<file path="config.mk">
export PLATFORM = sky130hd
export DESIGN_NAME = id_ex_skid
export DESIGN_NICKNAME = d
export VERILOG_FILES = /design/src/rtl/id_ex_skid.sv
export SDC_FILE = /design/constraint.sdc
export NUM_CORES = 1
export LEC_CHECK = 0
export CELL_PAD_IN_SITES_DETAIL_PLACEMENT = 0
export CELL_PAD_IN_SITES_GLOBAL_PLACEMENT = 1
export CORE_MARGIN = 5
export CORE_UTILIZATION = 39
export DETAILED_ROUTE_END_ITERATION = 10
export GPL_TIMING_DRIVEN = 0
export PLACE_DENSITY = 0.87
export SLEW_MARGIN = 20
export SYNTH_ARGS = -nofsm -noshare
export SYNTH_HDL_FRONTEND = slang
export SYNTH_SLANG_ARGS = --single-unit
</file>
<file path="constraint.sdc">
create_clock -name clk -period 1.7 [get_ports clk]
set_input_delay 0.51 -clock clk [delete_from_list [all_inputs] [get_ports clk]]
set_output_delay 0.51 -clock clk [all_outputs]
set_load 0.005 [all_outputs]
</file>
<file path="src/rtl/id_ex_skid.sv">
// id_ex_skid: ID/EX pipeline register with a valid/ready handshake and a
// two-entry skid buffer.
//
// The main entry (M) feeds EX. The skid entry (S) catches the one extra
// instruction that ID may send in the cycle after EX stalls, because
// id_ready is a flop. That flop keeps ex_ready off any combinational path
// back into ID.
//
// flush empties both entries. Any slot that is not valid has its payload
// zeroed, which is the NOP encoding. An invalid slot therefore never shows
// a register write on its outputs.
//
// Optional feature: define PIPE_STALL_CNT_EN to add the stall_cnt port.
// stall_cnt is a saturating count of the cycles in which EX holds off a
// valid main entry.
module id_ex_skid #(
  parameter int AOP_W  = 8,
  parameter int ASEL_W = 3,
  parameter int DATA_W = 32,
  parameter int RA_W   = 5
) (
  input  logic              clk,
  input  logic              rst,
  input  logic              flush,
  input  logic              id_valid,
  output logic              id_ready,
  input  logic [AOP_W-1:0]  id_aluop,
  input  logic [ASEL_W-1:0] id_alusel,
  input  logic [DATA_W-1:0] id_reg1,
  input  logic [DATA_W-1:0] id_reg2,
  input  logic [RA_W-1:0]   id_wd,
  input  logic              id_wreg,
  output logic              ex_valid,
  input  logic              ex_ready,
  output logic [AOP_W-1:0]  ex_aluop,
  output logic [ASEL_W-1:0] ex_alusel,
  output logic [DATA_W-1:0] ex_reg1,
  output logic [DATA_W-1:0] ex_reg2,
  output logic [RA_W-1:0]   ex_wd,
  output logic              ex_wreg
`ifdef PIPE_STALL_CNT_EN
  ,
  output logic [15:0]       stall_cnt
`endif
);

  typedef struct packed {
    logic [AOP_W-1:0]  aluop;
    logic [ASEL_W-1:0] alusel;
    logic [DATA_W-1:0] reg1;
    logic [DATA_W-1:0] reg2;
    logic [RA_W-1:0]   wd;
    logic              wreg;
  } payload_t;

  // An all-zero payload is the NOP encoding (EXE_NOP_OP, EXE_RES_NOP, no write).
  localparam payload_t NOP = '0;

  typedef enum logic [1:0] {EMPTY, BUSY, FULL} state_t;

  state_t   state;
  payload_t m_q, s_q, in_p;
  logic     m_valid, s_valid;
  logic     accept, drain;

  assign in_p = '{aluop: id_aluop, alusel: id_alusel, reg1: id_reg1,
                  reg2: id_reg2, wd: id_wd, wreg: id_wreg};

  assign accept = id_valid & id_ready;
  assign drain  = m_valid & ex_ready;

  // Handshake FSM. It updates both entries, their valid bits and the id_ready flop.
  always_ff @(posedge clk) begin
    if (rst) begin
      state    <= EMPTY;
      m_q      <= NOP;
      s_q      <= NOP;
      m_valid  <= 1'b0;
      s_valid  <= 1'b0;
      id_ready <= 1'b1;
    end else if (flush) begin
      // A same-cycle accept is dropped. A same-cycle drain was already
      // taken by EX, so nothing remains to keep.
      state    <= EMPTY;
      m_q      <= NOP;
      s_q      <= NOP;
      m_valid  <= 1'b0;
      s_valid  <= 1'b0;
      id_ready <= 1'b1;
    end else begin
      unique case (state)
        EMPTY: begin
          if (accept) begin
            m_q     <= in_p;
            m_valid <= 1'b1;
            state   <= BUSY;
          end
        end
        BUSY: begin
          if (accept && drain) begin
            m_q <= in_p;
          end else if (drain) begin
            m_q     <= NOP;
            m_valid <= 1'b0;
            state   <= EMPTY;
          end else if (accept) begin
            // EX is stalled. Park the younger instruction in S and close the input.
            s_q      <= in_p;
            s_valid  <= 1'b1;
            id_ready <= 1'b0;
            state    <= FULL;
          end
        end
        FULL: begin
          // id_ready is low in this state, so only a drain can happen.
          if (drain) begin
            m_q      <= s_q;
            s_q      <= NOP;
            s_valid  <= 1'b0;
            id_ready <= 1'b1;
            state    <= BUSY;
          end
        end
        default: begin
          state    <= EMPTY;
          m_q      <= NOP;
          s_q      <= NOP;
          m_valid  <= 1'b0;
          s_valid  <= 1'b0;
          id_ready <= 1'b1;
        end
      endcase
    end
  end

  assign ex_valid = m_valid;

  // Gate the payload with the valid bit so that an invalid entry always shows NOP.
  // This holds even though invalidation already zeroes the stored payload.
  assign ex_aluop  = m_valid ? m_q.aluop  : NOP.aluop;
  assign ex_alusel = m_valid ? m_q.alusel : NOP.alusel;
  assign ex_reg1   = m_valid ? m_q.reg1   : NOP.reg1;
  assign ex_reg2   = m_valid ? m_q.reg2   : NOP.reg2;
  assign ex_wd     = m_valid ? m_q.wd     : NOP.wd;
  assign ex_wreg   = m_valid ? m_q.wreg   : NOP.wreg;

`ifdef PIPE_STALL_CNT_EN
  // Saturating count of back-pressure cycles. Only rst clears it; flush does not.
  always_ff @(posedge clk) begin
    if (rst)
      stall_cnt <= '0;
    else if (m_valid && !ex_ready && stall_cnt != 16'hFFFF)
      stall_cnt <= stall_cnt + 16'd1;
  end
`endif

endmodule

</file>
==> metrics.csv, run 1 <==
stage,metric,value,unit
clock_tree,Num CTS Buffers,17,
global_routing,Total GRT Usage,0.2405,
min_path,hold path cells,2,
clock_tree,"Reg clk slew, reported paths",0.07,ns
synth,Post-Syn Area,0.009154,mm²
critical_path,Worst setup SP type,flop,
synth,"Primary FF master, synth",dfxtp_1,
timing,Slew HR,0.4937,
floorplan,core area,0.02326,mm²
min_path,Hold EP,m_q[27]$_SDFFE_PP0P_,
status,failing checks,setup timing,
synth,synthesis-stage register bit count,166,
synth,Mapped Cells,1150,
timing,Final period util,1.227,
route,DRC errors left,0,
clock_tree,TritonCTS clock tree,yes,
global_routing,largest net degree at the start of global routing,17,
critical_path,FF-to-FF End,m_q[23]$_SDFFE_PP0P_,
status,status,"complete, but fails checks",
power_and_ir_drop,worst-case vdd ir drop,0.6147,mV
critical_path,CP max FO,6,
critical_path,FF-to-FF Start,state[1]$_SDFFE_PP0P_,
finish,Area Overhead vs Synth,48.02,%
clock_tree,CTS sink cnt,166,
synth,syn_area_per_cell,7.960,µm²
timing,fmax,0.4794,GHz
global_routing,vias in the first global route,9428,
timing,# setup viols final,82,
floorplan,Die ar.,0.02664,mm²
placement,placer congestion estimate,0.8501,
synth,post-synth cell types,30,
global_routing,initial antenna violation count,1,
finish,share of post-route cells with drive strength above 1,0.3086,
timing,"Slew Viols, Final",0,
placement,IO buf count,168,
finish,"Net count, final",1460,
synth,sequential cell area fraction in the yosys report,0.3630,
critical_path,WP data required,1.19,ns
clock_tree,clock latency on the worst-skew pair,0.43,ns
run,max_cap viols,0,
global_routing,GRT Residual Overflow,0,
timing,RSZ-0062 raised after global routing,yes,
route,WL per Instance,19.85,µm
placement,hpwl dp,22.13,mm
clock_tree,Root Driver,clkbuf_16,
timing,PnR worst setup slack,-0.3860,ns
power_and_ir_drop,pwr/cell area,763.2,mW/mm²
floorplan,Die Y,163.2,µm
route,drt initial violations,774,
clock_tree,H-tree Lvls,4,
critical_path,critical path type,reg -> out,
power_and_ir_drop,"Power, Total",10340,µW
timing,Fin Hold WS,0.4752,ns
clock_tree,Bufs on Longest Clock Path,2,
timing,Max Clock Skew,0.008540,ns
route,final wirelength,33.87,mm
synth,Synth warnings,0,
timing,final hold viol count,0,
floorplan,IO Pins,169,
route,vias per inst,5.755,
floorplan,# rows,56,
critical_path,r2r setup slk,0.02,ns
floorplan,Starting Density,0.3935,
route,ANT nets after route,0,
critical_path,CP endpoint kind,output port,
min_path,hold path startpoint,m_q[27]$_SDFFE_PP0P_,
global_routing,first-pass GRT wire length,51.23,mm
synth,"EDFF count, synth",0,
power_and_ir_drop,LEAKAGE,0.004765,µW
synth,Syn Nets,1236,
finish,# diodes,0,
min_path,Worst Hold Class,reg -> reg,
floorplan,Die Wd,163.2,µm
route,1st-pass router iterations,5,
critical_path,CP Data Arrival Time,1.58,ns
critical_path,Worst R2R Path Depth,7,
synth,Async SR Flop Fraction,0,
route,Via Count,9818,
timing,measured slew at the worst slew-check pin,0.7594,ns
timing,minimum clock period,2.086,ns
-- critical path: stages, from the launching register on --
cell       delay, ns
dfxtp_4         0.42
clkbuf_16       0.18
buf_12          0.14
clkbuf_16       0.16
and2_4          0.16
buf_6           0.09
-- report_power, final --
| group | total (µW) | leakage [µW] | switching, µW | internal (µW) |
|---|---|---|---|---|
| Sequential | 4020 | 0.00134 | 47.2 | 3970 |
| Combinational | 1890 | 0.00310 | 1070 | 820 |
| Clock | 4430 | 0.000321 | 1690 | 2740 |
| Total | 10300 | 0.00477 | 2810 | 7530 |
-- sequential cells by signal (all words and copies together), names as in the netlist --
name / flops
id_ready: 1
m_q: 81
state: 2
s_q: 81
ex_valid: 1
-- cells in the final DEF (no fill, tap or decap), drive strengths merged --
cell           synthesis  layout
nand2                164     164
nand4bb                1       1
o2bb2ai                1       1
and2                  82      82
buf                   62     167
or2                    1       1
a21o                   1       1
nor3                   2       2
nand4b                82      82
a31oi                  2       2
o21ai                165     165
o211ai                 1       1
clkinvlp               0       1
inv                    0       1
nor2                   7       7
clkbuf                79     116
and3                   1       1
mux2i                 81      81
nand2b                 3       3
nand3b                 1       1
dlygate4sd2            0       2
dfxtp                166     166
o21bai                 1       1
bufinv                 0       5
o32ai                 80      80
nand3                  3       3
a21oi                164     164
clkdlybuf4s50          0      83
clkinv                 0       3
-- how the worst max path moves through the flow --
stage	cells after the start	slack, ns	endpoint	start
floorplan	6	0.15	m_q[68]$_SDFFE_PP0P_	ex_ready
global placement	4	-1.11	ex_wreg	ex_valid$_SDFFE_PP0P_
detailed placement	4	-1.08	ex_wreg	ex_valid$_SDFFE_PP0P_
CTS	5	-0.40	ex_wreg	ex_valid$_SDFFE_PP0P_
global route	5	-0.41	ex_wreg	ex_valid$_SDFFE_PP0P_
finish	5	-0.39	ex_wreg	ex_valid$_SDFFE_PP0P_
-- synthesized netlist by cell type (3+ instances only) --
library cell | n | area (µm²)
dfxtp_1 | 166 | 3323
o21ai_0 | 106 | 530.5
nand4b_1 | 82 | 718.2
nor2_1 | 4 | 15.01
nand2_1 | 162 | 608.1
nand3_1 | 3 | 15.01
clkbuf_1 | 79 | 296.5
and2_1 | 82 | 513.0
mux2i_1 | 81 | 810.8
o32ai_1 | 80 | 700.7
o21ai_1 | 59 | 295.3
buf_1 | 4 | 15.01
buf_2 | 51 | 255.2
buf_4 | 7 | 52.55
nand2b_1 | 3 | 18.77
a21oi_1 | 164 | 820.8
-- layer usage --
layer | share of wire | wire (µm) | track usage
met5 | 0.00038 | 13 | 0
met4 | 0.019 | 634 | 0.06672
met1 | 0.43 | 14650 | 0.3212
met2 | 0.47 | 16080 | 0.3872
met3 | 0.074 | 2503 | 0.06106
-- stage by stage --
step | util | setup WS (ns) | cell area [µm²] | std cells | TNS (ns)
finish | 0.5825 | -0.3860 | 13550 | 1706 | -23.43
global route | 0.5825 | -0.4054 | 13550 | 1706 | -26.08
CTS | 0.5525 | -0.3987 | 12850 | 1703 | -26.64
detailed placement | 0.4830 | -1.078 | 11230 | 1637 | -198.06
global placement | 0.4830 | -1.107 | 11230 | 1637 | -195.72
floorplan | - | 0.1538 | 9154 | 1150 | 0
-- cell type report --
class / count / area, µm²
Tap cell: 319 / 399.1
Clock buffer: 22 / 474.2
Buffer: 139 / 987.2
Sequential cell: 166 / 3331
Clock inverter: 10 / 192.7
Multi-Input combinational cell: 843 / 5931
Fill cell: 2102 / 9713
Timing Repair Buffer: 207 / 2235
-- logic make-up (layout without fill, tap and decap cells) --
group / after synthesis / after routing / synth area share
mux: 81 / 81 / 0.08857
simple gates: 347 / 347 / 0.2153
flops: 166 / 166 / 0.3630
buf+inv: 141 / 378 / 0.06766
compound gates: 415 / 415 / 0.2654
-- repair_timing --
item / in CTS / in global routing
pin swaps: 20 / 16
gates resized for setup: 583 / 176
endpoints found under the setup margin: 248 / 240
hold buffers: 0 / 0
cloned: 7 / 1
setup buffers: 27 / 7
(Power assumes the default switching activity.)
==> run 2: changes to the inputs <==
- SETUP_SLACK_MARGIN: default -> 0.3
==> metrics.csv, run 2 (same netlist as run 1, synthesis figures left out) <==
stage,metric,value,unit
status,status,"complete, but fails checks",
status,failing checks,setup timing,
placement,placer congestion estimate,0.8224,
floorplan,Die Y,163.2,µm
route,Via Count,10110,
route,WL per Instance,20.34,µm
global_routing,initial antenna violation count,3,
critical_path,CP endpoint kind,output port,
timing,PnR worst setup slack,-0.3540,ns
timing,measured slew at the worst slew-check pin,0.5663,ns
route,ANT nets after route,0,
floorplan,core area,0.02326,mm²
power_and_ir_drop,worst-case vdd ir drop,0.6206,mV
placement,Placed Instance Area,0.01166,mm²
power_and_ir_drop,pwr/cell area,705.3,mW/mm²
floorplan,Die ar.,0.02664,mm²
timing,fmax,0.4868,GHz
finish,"most common cell after layout, fill and taps aside",dfxtp_1,
timing,# setup viols final,105,
finish,# fillers,1932,
timing,RSZ-0062 raised after global routing,yes,
route,DRC errors left,0,
power_and_ir_drop,LEAKAGE,0.005232,µW
global_routing,largest net degree at the start of global routing,17,
placement,Post-Place Worst Slack,-0.8365,ns
critical_path,Worst R2R Path Depth,8,
global_routing,first-pass GRT wire length,53.78,mm
placement,hpwl dp,22.26,mm
route,vias per inst,5.815,
route,1st-pass router iterations,8,
clock_tree,Bufs on Longest Clock Path,2,
critical_path,Worst setup SP type,flop,
timing,Max Clock Skew,0.008868,ns
timing,minimum clock period,2.054,ns
global_routing,vias in the first global route,9875,
floorplan,Die Wd,163.2,µm
clock_tree,Num CTS Buffers,17,
timing,Slew HR,0.6225,
route,drt initial violations,697,
critical_path,critical path type,reg -> out,
critical_path,WP data required,1.19,ns
timing,Fin Hold WS,0.4714,ns
clock_tree,Root Driver,clkbuf_16,
clock_tree,clock latency on the worst-skew pair,0.44,ns
finish,"Net count, final",1493,
floorplan,IO Pins,169,
run,max_cap viols,0,
finish,most frequent cells in the layout,"dfxtp_1 (164), nand2_1 (162), a21oi_1 (141)",
clock_tree,"Reg clk slew, reported paths",0.06,ns
min_path,Worst Hold Class,reg -> reg,
timing,final hold viol count,0,
finish,share of post-route cells with drive strength above 1,0.3446,
clock_tree,CTS sink cnt,166,
clock_tree,TritonCTS clock tree,yes,
placement,placed instance count,1637,
clock_tree,H-tree Lvls,4,
placement,IO buf count,168,
finish,"Design Area, Final",0.01470,mm²
timing,"Slew Viols, Final",0,
finish,non-filler instance count after layout,1739,
critical_path,CP Data Arrival Time,1.54,ns
critical_path,CP max FO,5,
timing,Final period util,1.208,
global_routing,Total GRT Usage,0.2512,
finish,largest registers,"m_q x81, s_q x81, state x2",
route,final wirelength,35.37,mm
min_path,hold path cells,2,
global_routing,GRT Residual Overflow,0,
floorplan,Starting Density,0.3935,
finish,Area Overhead vs Synth,60.61,%
floorplan,# rows,56,
timing,setup total negative slack,-23.52,ns
run 2: layout make-up:
class / count / area [µm²] / share of cell area
Clock buffer: 21 / 450.4 / 0.03064
Clock inverter: 10 / 130.1 / 0.008851
Sequential cell: 166 / 3331 / 0.2266
Tap cell: 319 / 399.1 / 0.02715
Antenna cell: 1 / 2.502 / 0.0001702
Timing Repair Buffer: 238 / 2731 / 0.1858
Buffer: 141 / 1495 / 0.1017
Multi-Input combinational cell: 843 / 6162 / 0.4191
run 2: what timing repair did:
action | 4_1_cts | 5_1_grt
endpoints found under the hold margin | 0 | 0
setup endpoints to repair | 249 | 248
gates resized for setup | 668 | 166
hold buffers | 0 | 0
setup buffers | 37 | 4
pin swaps | 56 | 83
cloned | 19 | 10
run 2: metal layers:
layer,vias to the layer above,track usage,part of all wire
li1,4744,-,-
met4,4,0.07358,0.032
met5,-,0,0.00093
met1,4833,0.3395,0.43
met2,429,0.4062,0.46
met3,102,0.05249,0.076
run 2: worst max-delay path: stages (launching register included):
cell and delay, ns:
dfxtp_4 0.39, clkbuf_16 0.18, buf_8 0.13, clkbuf_16 0.15
and2_4 0.15, buf_6 0.11
run 2: worst paths after layout:
check	startpoint	to	slack, ns
setup / recovery	ex_valid$_SDFFE_PP0P_	ex_reg1[17]	-0.35
hold reg to reg	m_q[0]$_SDFFE_PP0P_	m_q[0]$_SDFFE_PP0P_	0.47
setup reg to reg	ex_valid$_SDFFE_PP0P_	s_q[58]$_SDFFE_PP0P_	-0.06
hold / removal	m_q[0]$_SDFFE_PP0P_	m_q[0]$_SDFFE_PP0P_	0.47
run 2: metrics by stage:
| step | utilization | power [µW] |
|---|---|---|
| 2_1_floorplan | - | 5030 |
| 3_3_place_gp | 0.5012 | 5665 |
| 5_1_grt | 0.6320 | 10700 |
| 4_1_cts | 0.5956 | 10110 |
| 3_5_place_dp | 0.5012 | 5670 |
| 6_report | 0.6320 | 10370 |
run 2: where the power goes:
group	internal, µW	switching [µW]	leakage [µW]
sequential	3970	51.0	0.00134
combinational	1180	1190	0.00361
clock	2330	1640	0.000282
total	7480	2890	0.00523
